$ cat src/rtl/cmos_logic_unit_pipe.sv
// Two-stage valid/ready pipelined WIDTH-bit logic unit whose per-bit datapath is
// composed solely of the cmosnot/cmosnand/cmosnor/cmosxor cells defined below.
module cmos_logic_unit_pipe #(
  parameter int WIDTH = 8
) (
  input  logic             clk,
  input  logic             rst,
  input  logic             in_valid,
  output logic             in_ready,
  input  logic [WIDTH-1:0] x,
  input  logic [WIDTH-1:0] y,
  input  logic [2:0]       op,
  output logic             out_valid,
  input  logic             out_ready,
  output logic [WIDTH-1:0] result,
  output logic             zero,
  output logic             parity
);

  logic             s1_valid;
  logic [WIDTH-1:0] s1_x;
  logic [WIDTH-1:0] s1_y;
  logic [2:0]       s1_op;
  logic             s2_valid;
  logic [WIDTH-1:0] s2_result;
  logic             s2_zero;
  logic             s2_parity;
  logic             s1_ready;
  logic             s2_ready;
  logic [WIDTH-1:0] logic_res;

  assign s2_ready = !s2_valid || out_ready;
  assign s1_ready = !s1_valid || s2_ready;
  assign in_ready = s1_ready;

  for (genvar i = 0; i < WIDTH; i++) begin : g_bit
    cmos_logic_bit u_bit (
      .a  (s1_x[i]),
      .b  (s1_y[i]),
      .op (s1_op),
      .y  (logic_res[i])
    );
  end

  // Valid bits reset; data registers load only on a transfer so they hold under stall.
  always_ff @(posedge clk) begin
    if (rst) begin
      s1_valid  <= 1'b0;
      s2_valid  <= 1'b0;
      s2_result <= '0;
      s2_zero   <= 1'b1;
      s2_parity <= 1'b0;
    end else begin
      if (s1_ready) begin
        s1_valid <= in_valid;
      end
      if (in_valid && s1_ready) begin
        s1_x  <= x;
        s1_y  <= y;
        s1_op <= op;
      end
      if (s2_ready) begin
        s2_valid <= s1_valid;
      end
      if (s1_valid && s2_ready) begin
        s2_result <= logic_res;
        s2_zero   <= ~|logic_res;
        s2_parity <= ^logic_res;
      end
    end
  end

  assign out_valid = s2_valid;
  assign result    = s2_result;
  assign zero      = s2_zero;
  assign parity    = s2_parity;

endmodule

// One result bit: all eight functions from the base cells, then an 8:1 mux tree
// indexed by op, itself built from NAND/NOT cells.
module cmos_logic_bit (
  input  logic       a,
  input  logic       b,
  input  logic [2:0] op,
  output logic       y
);

  logic not_a, nand_ab, nor_ab, xor_ab, and_ab, or_ab, xnor_ab;
  logic [3:0] lvl0;
  logic [1:0] lvl1;

  cmosnot  u_not  (.a(a),       .y(not_a));
  cmosnand u_nand (.a(a), .b(b), .y(nand_ab));
  cmosnor  u_nor  (.a(a), .b(b), .y(nor_ab));
  cmosxor  u_xor  (.a(a), .b(b), .y(xor_ab));
  cmosnot  u_and  (.a(nand_ab), .y(and_ab));
  cmosnot  u_or   (.a(nor_ab),  .y(or_ab));
  cmosnot  u_xnor (.a(xor_ab),  .y(xnor_ab));

  cmos_mux2 u_m00 (.d0(not_a),  .d1(nand_ab), .s(op[0]), .y(lvl0[0]));
  cmos_mux2 u_m01 (.d0(nor_ab), .d1(and_ab),  .s(op[0]), .y(lvl0[1]));
  cmos_mux2 u_m02 (.d0(or_ab),  .d1(xor_ab),  .s(op[0]), .y(lvl0[2]));
  cmos_mux2 u_m03 (.d0(xnor_ab), .d1(a),      .s(op[0]), .y(lvl0[3]));
  cmos_mux2 u_m10 (.d0(lvl0[0]), .d1(lvl0[1]), .s(op[1]), .y(lvl1[0]));
  cmos_mux2 u_m11 (.d0(lvl0[2]), .d1(lvl0[3]), .s(op[1]), .y(lvl1[1]));
  cmos_mux2 u_m20 (.d0(lvl1[0]), .d1(lvl1[1]), .s(op[2]), .y(y));

endmodule

// 2:1 mux as NAND-NAND with an inverted select.
module cmos_mux2 (
  input  logic d0,
  input  logic d1,
  input  logic s,
  output logic y
);

  logic s_n, n0, n1;

  cmosnot  u_sn (.a(s), .y(s_n));
  cmosnand u_n0 (.a(d0), .b(s_n), .y(n0));
  cmosnand u_n1 (.a(d1), .b(s),   .y(n1));
  cmosnand u_ny (.a(n0), .b(n1),  .y(y));

endmodule

// Logic-level models of the switch-level cells, so the unit synthesises and lints.
module cmosnot (
  input  logic a,
  output logic y
);
  assign y = ~a;
endmodule

module cmosnand (
  input  logic a,
  input  logic b,
  output logic y
);
  assign y = ~(a & b);
endmodule

module cmosnor (
  input  logic a,
  input  logic b,
  output logic y
);
  assign y = ~(a | b);
endmodule

module cmosxor (
  input  logic a,
  input  logic b,
  output logic y
);
  assign y = a ^ b;
endmodule

$ cat config.mk
export PLATFORM = sky130hd
export DESIGN_NAME = cmos_logic_unit_pipe
export DESIGN_NICKNAME = d
export VERILOG_FILES = /design/src/rtl/cmos_logic_unit_pipe.sv
export SDC_FILE = /design/constraint.sdc
export NUM_CORES = 1
export LEC_CHECK = 0
export ABC_AREA = 1
export CORE_MARGIN = 4
export CORE_UTILIZATION = 54
export CTS_CLUSTER_DIAMETER = 60
export DETAILED_ROUTE_END_ITERATION = 6
export PLACE_DENSITY = 0.91
export SLEW_MARGIN = 30
export SYNTH_ARGS = -nofsm -noshare
export SYNTH_HDL_FRONTEND = slang
export SYNTH_SLANG_ARGS = --single-unit
export TNS_END_PERCENT = 10
$ cat constraint.sdc
create_clock -name clk -period 2.26 [get_ports clk]
set_input_delay 0.678 -clock clk [delete_from_list [all_inputs] [get_ports clk]]
set_output_delay 0.678 -clock clk [all_outputs]
set_load 0.01 [all_outputs]
Word level (Yosys, flattened, before mapping). Cells that the tools add are included.

Memories kept: 0. Register bits after elaboration: 31. Memory bits (read-only): 0. Word-level logic and storage cells: 414. Latch bits: 0. Bits of input ports: 23. Memory bits (writable): 0.

Order comparisons: 0. Add/subtract/negate cells: 0. Eq/ne operators: 0. Reduce and logical (&&, ||, !) cells: 10. Shifts and indexed selects: 0. Div/mod/pow operators: 0. Bitwise operators: 396. Muxes and demuxes: 0. Multipliers: 0.

Operator list (count): $not A1 Y1 (204); $and A1 B1 Y1 (176); $or A1 B1 Y1 (8); $reduce_or A8 Y1 (1); $reduce_xor A8 Y1 (1); $xor A1 B1 Y1 (8); $logic_not A1 Y1 (3); $logic_and A1 B1 Y1 (2); $logic_or A1 B1 Y1 (2); $reduce_and A2 Y1 (1).

Longest topological paths before layout.
Depth in word-level cells: 16. Mapped depth: 13.

Cells and area by module. A second synthesis with hierarchy kept.

Cells, all modules: 417. Area total of the unflattened synthesis: 2331.0 µm².

By module, submodules not included: cmos_logic_unit_pipe (instances 1, sequential area each 810.8 µm², cells an instance 105, area an instance 1159.9 µm²); cmosnand (instances 176, sequential area each 0.0 µm², cells an instance 1, area an instance 3.8 µm²); cmosnot (instances 88, sequential area each 0.0 µm², cells an instance 1, area an instance 3.8 µm²); cmosxor (instances 8, sequential area each 0.0 µm², cells an instance 5, area an instance 18.8 µm²); cmosnor (instances 8, sequential area each 0.0 µm², cells an instance 1, area an instance 3.8 µm²).

Worst setup path before layout. No wires, ideal clock.

Path type: reg-to-reg. Start point: register s1_x[0]. End point: register s2_parity (netlist: parity). Clock period less this slack: 1.906 ns. Required time: 2.151 ns. Arrival time: 1.797 ns. Buffers on the path: 0. Cell stages (with the launch flop): 14. Path slack: 0.354 ns. Cells stage by stage: edfxtp_1 -> inv_1 -> ha_1 -> inv_1 -> nand2_1 -> nand3_1 -> nand3_1 -> and2_1 -> ha_1 -> xnor2_1 -> nand2b_1 -> nand3_1 -> nand2_1 -> inv_1.

Longest elaborated chain between the ends: 15. Elaborated cells on any way between the ends: 50.

RTL lines: start: declaration (RTL line 21) `logic [WIDTH-1:0] s1_x;`; start signal: assignment (RTL line 58) `s1_x <= x;`; $and A1 B1 Y1 (tied with other cells) (RTL line 141) `assign y = ~(a & b);`; $not A1 Y1 (on tied branches) (RTL line 141, 133, 149); $and A1 B1 Y1 (RTL line 141); $not A1 Y1 (RTL line 141); $and A1 B1 Y1 (RTL line 141); $not A1 Y1 (RTL line 141); $and A1 B1 Y1 (RTL line 141); $not A1 Y1 (RTL line 141); $and A1 B1 Y1 (RTL line 141); $not A1 Y1 (RTL line 141); $and A1 B1 Y1 (RTL line 141); $not A1 Y1 (RTL line 141); $and A1 B1 Y1 * (RTL line 141); $not A1 Y1 * (RTL line 141); $reduce_xor A8 Y1 * (RTL line 68) `s2_parity <= ^logic_res;`; end signal: assignment (RTL line 68); end: declaration (RTL line 27) `logic s2_parity;`.

Every way passes the cells marked *; elsewhere a longest branch is shown, timed or not. A chain may end at the register's enable or synchronous reset.

Final worst setup path.
Start point: input port out_ready. End point: output port in_ready.

Longest elaborated chain between the ends: 2.

RTL lines: start: declaration (RTL line 14) `input logic out_ready,`; $logic_or A1 B1 Y1 (RTL line 32) `assign s2_ready = !s2_valid || out_ready;`; $logic_or A1 B1 Y1 (RTL line 33) `assign s1_ready = !s1_valid || s2_ready;`; end: declaration (RTL line 9) `output logic in_ready,`.

No other way between the ends.

==> out/summary.md <==
The worst setup path is captured at an output port. STA puts the critical path data required time at 1.58 ns. The count of nets left with antenna violations once routing finished came out at 0.

Sorting the synthesized cells by area gives the leading types as sky130_fd_sc_hd__edfxtp_1, sky130_fd_sc_hd__ha_1, sky130_fd_sc_hd__nand2_1. The most frequent cell after synthesis was sky130_fd_sc_hd__nand2_1. The die extent in y works out to 71.70 µm. Sequential cells burn 48.7% of the power. Die span in x: 71.70 µm. TritonCTS built the clock tree. For the clock insertion delay at the later pin of the skew report, the log shows 0.29 ns.

Using the TritonRoute via totals, the vias-per-cell ratio works out to 5.025. The initial core utilization was 57.67%; the number of max-slew violations in the final report was 0. Power density over cell area: 503.9 nW/µm².

The analysis attributes to cell leakage a power of 1.286 nW. The share of the clock period used by the worst path works out to 97.60%. The run gives 1715 as the via count of the first global-routing pass.

Synthesis instantiated 20 different standard cells from the library. The logs give 0.4534 GHz for the achievable frequency and 981.8 µW for the cell-internal power. Overflow left after global routing: 0. The global-route wire length before repair is 7134 µm, and the total via count in the routed design is 1829. Of the post-synthesis cell area, the dominant cell type holds 26.04%.

For the met2 capacity usage during global routing, the log shows 31.63%. For the utilization after layout, the log shows 70.16%. The core area was 3799 µm²; the overall routed net length was 4196 µm. Summing every instance area after synthesis gives 2191 µm².

sky130_fd_sc_hd__edfxtp_1 takes more of the synthesized area than any other cell. The total global-route track usage was 17.56%. The floorplan has 22 rows.

STA puts the critical path data arrival time at 1.53 ns. The tools report the initial antenna violation count as 0. The repair_antennas step left the layout with diodes totalling 0. Entering global routing, the biggest net connects 26 pins. Proportion of register bits with asynchronous set or reset after synthesis: 0%. In this run the worst hold path is classified as reg -> reg.

The worst path in the final design needs a cycle of 2.206 ns, including I/O delays and setup. Along the worst path, the maximum fanout reaches 2. The reported net switching power was 361.0 µW. The flow ran to the end, and the final reports show no timing, DRC or antenna violations. After clock tree synthesis, the clock-pin slew on the worst setup and hold paths is 0.06 ns. The area growth from synthesis to layout is 21.64%. Synthesis produced a netlist with a net count of 335. Counting instances in the post-synthesis netlist gives the leading cell types as sky130_fd_sc_hd__nand2_1, sky130_fd_sc_hd__nand3_1, sky130_fd_sc_hd__inv_1. For this run, the number of Yosys warnings is 0. The number of maximum-capacitance constraint violations is 0, and the fraction of power spent switching nets is 26.88%. For the pin with the worst max-slew slack, the measured transition is 0.3980 ns. The sum of negative setup slack came out at 0 ns. Number of clock buffers inserted by TritonCTS: 5.

The tools report the buffer cell driving the clock tree root as sky130_fd_sc_hd__clkbuf_8. For the area taken by flip-flops and latches, the log shows 810.8 µm². Synthesis produced a netlist whose cell count is 276.

Type of the worst setup path: in -> out. Across the VDD grid, the largest voltage drop is 0.3648 mV. The fraction of layout cells with a size suffix above 1 is 6.329%, and the total number of H-tree levels is 2.

In the routed design, unresolved DRC markers number 0. The run gives 19.27% as the routing usage on met1. During I/O placement, the number of pins put on the boundary was 35. The startpoint kind of the worst setup timing path was a primary input. Counting the fill cells in the layout gives 312. The logs give 0 for the final hold violation count and 374 for the layout net count. The most used flip-flop cell after synthesis is sky130_fd_sc_hd__edfxtp_1. Counting every sink on the clock net gives 31.

The die covers 5140 µm². Dividing the detail-routed wire length by the instance count gives 11.53 µm. The total iterations of the first detailed-routing run came out at 4. The average instance area after synthesis is 7.938 µm², and the number of register bits inferred by synthesis is 31. The total area of multi-input combinational cells was 1150 µm².

Excluding fillers, the count of instances in the completed layout stands at 364. The final number of setup-violating endpoints is 0. On the final layout, the worst clock skew is 0.006683 ns. The count of flip-flops with a built-in enable after synthesis was 19; the routability-driven placement congestion ratio was 0.7955. The most congested layer reported by global routing was met2. Setup repair after global routing left no endpoint under its margin. The share of total power dissipated in combinational logic is 20.9%. The logs give 2 for the maximum buffer depth of the clock tree and 5.891% for the met3 usage in global routing.

The clock network is responsible for 30.4% of the overall power. The HPWL after detailed placement is 3022 µm. Of the synthesized area, sequential elements account for 37.01%. In this run, the number of DRC markers left after iteration 0 of detailed routing was 96. At the placement stage, the worst setup path has a slack of -0.2205 ns. The number of cells after detailed placement is 355. In the post-route analysis, the smallest setup slack over all paths is 0.05422 ns.

The number of input and output port buffers inserted was 34. Headroom to the max-slew limit came out at 73.43%.
-- final timing paths --
check                         start             endpoint  slack [ns]  cells after the start
setup / recovery          out_ready             in_ready        0.05                      4
setup reg to reg  s1_x[0]$_DFFE_PP_  parity$_SDFFE_PP0P_        0.16                     13
hold / removal    zero$_SDFFE_PP1P_    zero$_SDFFE_PP1P_        0.47                      2
hold reg to reg   zero$_SDFFE_PP1P_    zero$_SDFFE_PP1P_        0.47                      2
-- cells by family after synthesis --
| family | after synthesis | share of synthesized area, % |
|---|---|---|
| buffers and inverters | 53 | 10.51 |
| XOR/XNOR | 2 | 0.7997 |
| AND/OR/NAND/NOR | 129 | 25.24 |
| flip-flops | 31 | 37.01 |
| adder cells (fa/ha/maj) | 36 | 20.56 |
| AO/OA/AOI/OAI | 25 | 5.883 |
-- worst max-delay path: stages --
cell	delay, ns
sky130_fd_sc_hd__clkdlybuf4s50_1	0.47
sky130_fd_sc_hd__inv_2	0.04
sky130_fd_sc_hd__nand3_1	0.07
sky130_fd_sc_hd__dlygate4sd2_1	0.27
-- metrics by stage --
| step | power, mW | hold WS, ns | instance area, µm² |
|---|---|---|---|
| after floorplan | 0.8376 | 0.4839 | 2191 |
| after CTS | 1.357 | 0.4728 | 2658 |
| after detailed placement | 0.9441 | 0.4592 | 2579 |
| final | 1.343 | 0.4669 | 2665 |
| after global placement | 0.9310 | 0.4524 | 2579 |
| after global routing | 1.430 | 0.5444 | 2665 |
-- final cells by class --
type	count	area share (%)
timing repair buffer	43	15.26
multi-input combinational	192	43.15
clock inverter	2	0.2817
clock buffer	6	2.723
sequential	31	30.42
inverter	42	5.915
tap	48	2.254
-- placed cells by master (no fill, tap or decap) --
master | Yosys | final
sky130_fd_sc_hd__nor2_1 | 4 | 4
sky130_fd_sc_hd__inv_1 | 38 | 38
sky130_fd_sc_hd__nand2_2 | 1 | 1
sky130_fd_sc_hd__ha_1 | 36 | 36
sky130_fd_sc_hd__buf_4 | 2 | 9
sky130_fd_sc_hd__nand4_1 | 1 | 1
sky130_fd_sc_hd__dlygate4sd2_1 | 0 | 1
sky130_fd_sc_hd__o21ai_0 | 14 | 14
sky130_fd_sc_hd__nand2b_1 | 2 | 2
sky130_fd_sc_hd__a21oi_1 | 8 | 8
sky130_fd_sc_hd__clkbuf_8 | 0 | 5
sky130_fd_sc_hd__xnor2_1 | 2 | 2
sky130_fd_sc_hd__nand2_1 | 75 | 75
sky130_fd_sc_hd__o21ai_1 | 2 | 2
sky130_fd_sc_hd__clkdlybuf4s50_1 | 0 | 33
sky130_fd_sc_hd__clkbuf_1 | 0 | 1
sky130_fd_sc_hd__dfxtp_1 | 12 | 12
sky130_fd_sc_hd__and2_1 | 1 | 1
sky130_fd_sc_hd__inv_2 | 4 | 4
sky130_fd_sc_hd__nand3_1 | 45 | 45
sky130_fd_sc_hd__a21oi_2 | 1 | 1
sky130_fd_sc_hd__edfxtp_1 | 19 | 19
sky130_fd_sc_hd__clkinv_1 | 0 | 2
-- power groups by stage --
stage | clock network (mW) | registers (mW) | logic, mW
6_report | 0.408 | 0.655 | 0.280
5_1_grt | 0.458 | 0.658 | 0.314
4_1_cts | 0.422 | 0.655 | 0.280
3_5_place_dp | 0 | 0.666 | 0.278
3_3_place_gp | 0 | 0.665 | 0.266
2_1_floorplan | 0 | 0.670 | 0.167
-- sequential cells by signal, indices dropped and copies added, names as in the netlist --
name       flops
out_valid      1
s1_x           8
s1_y           8
parity         1
zero           1
s1_op          3
result         8
s1_valid       1
-- what timing repair did --
| item | CTS | global route |
|---|---|---|
| resized for setup | 1 | 0 |
| hold buffers | 0 | 0 |
| buffers inserted | 0 | 1 |
| endpoints found under the setup margin | 1 | 1 |
| pin swaps | 0 | 0 |
-- layer usage --
metal / vias up / part of all wire (%)
li1: 960 / -
met1: 815 / 45
met3: 7 / 5.9
met5: - / 0
met2: 47 / 48
met4: 0 / 1.1
No activity file was read; power rests on OpenSTA's default activity.
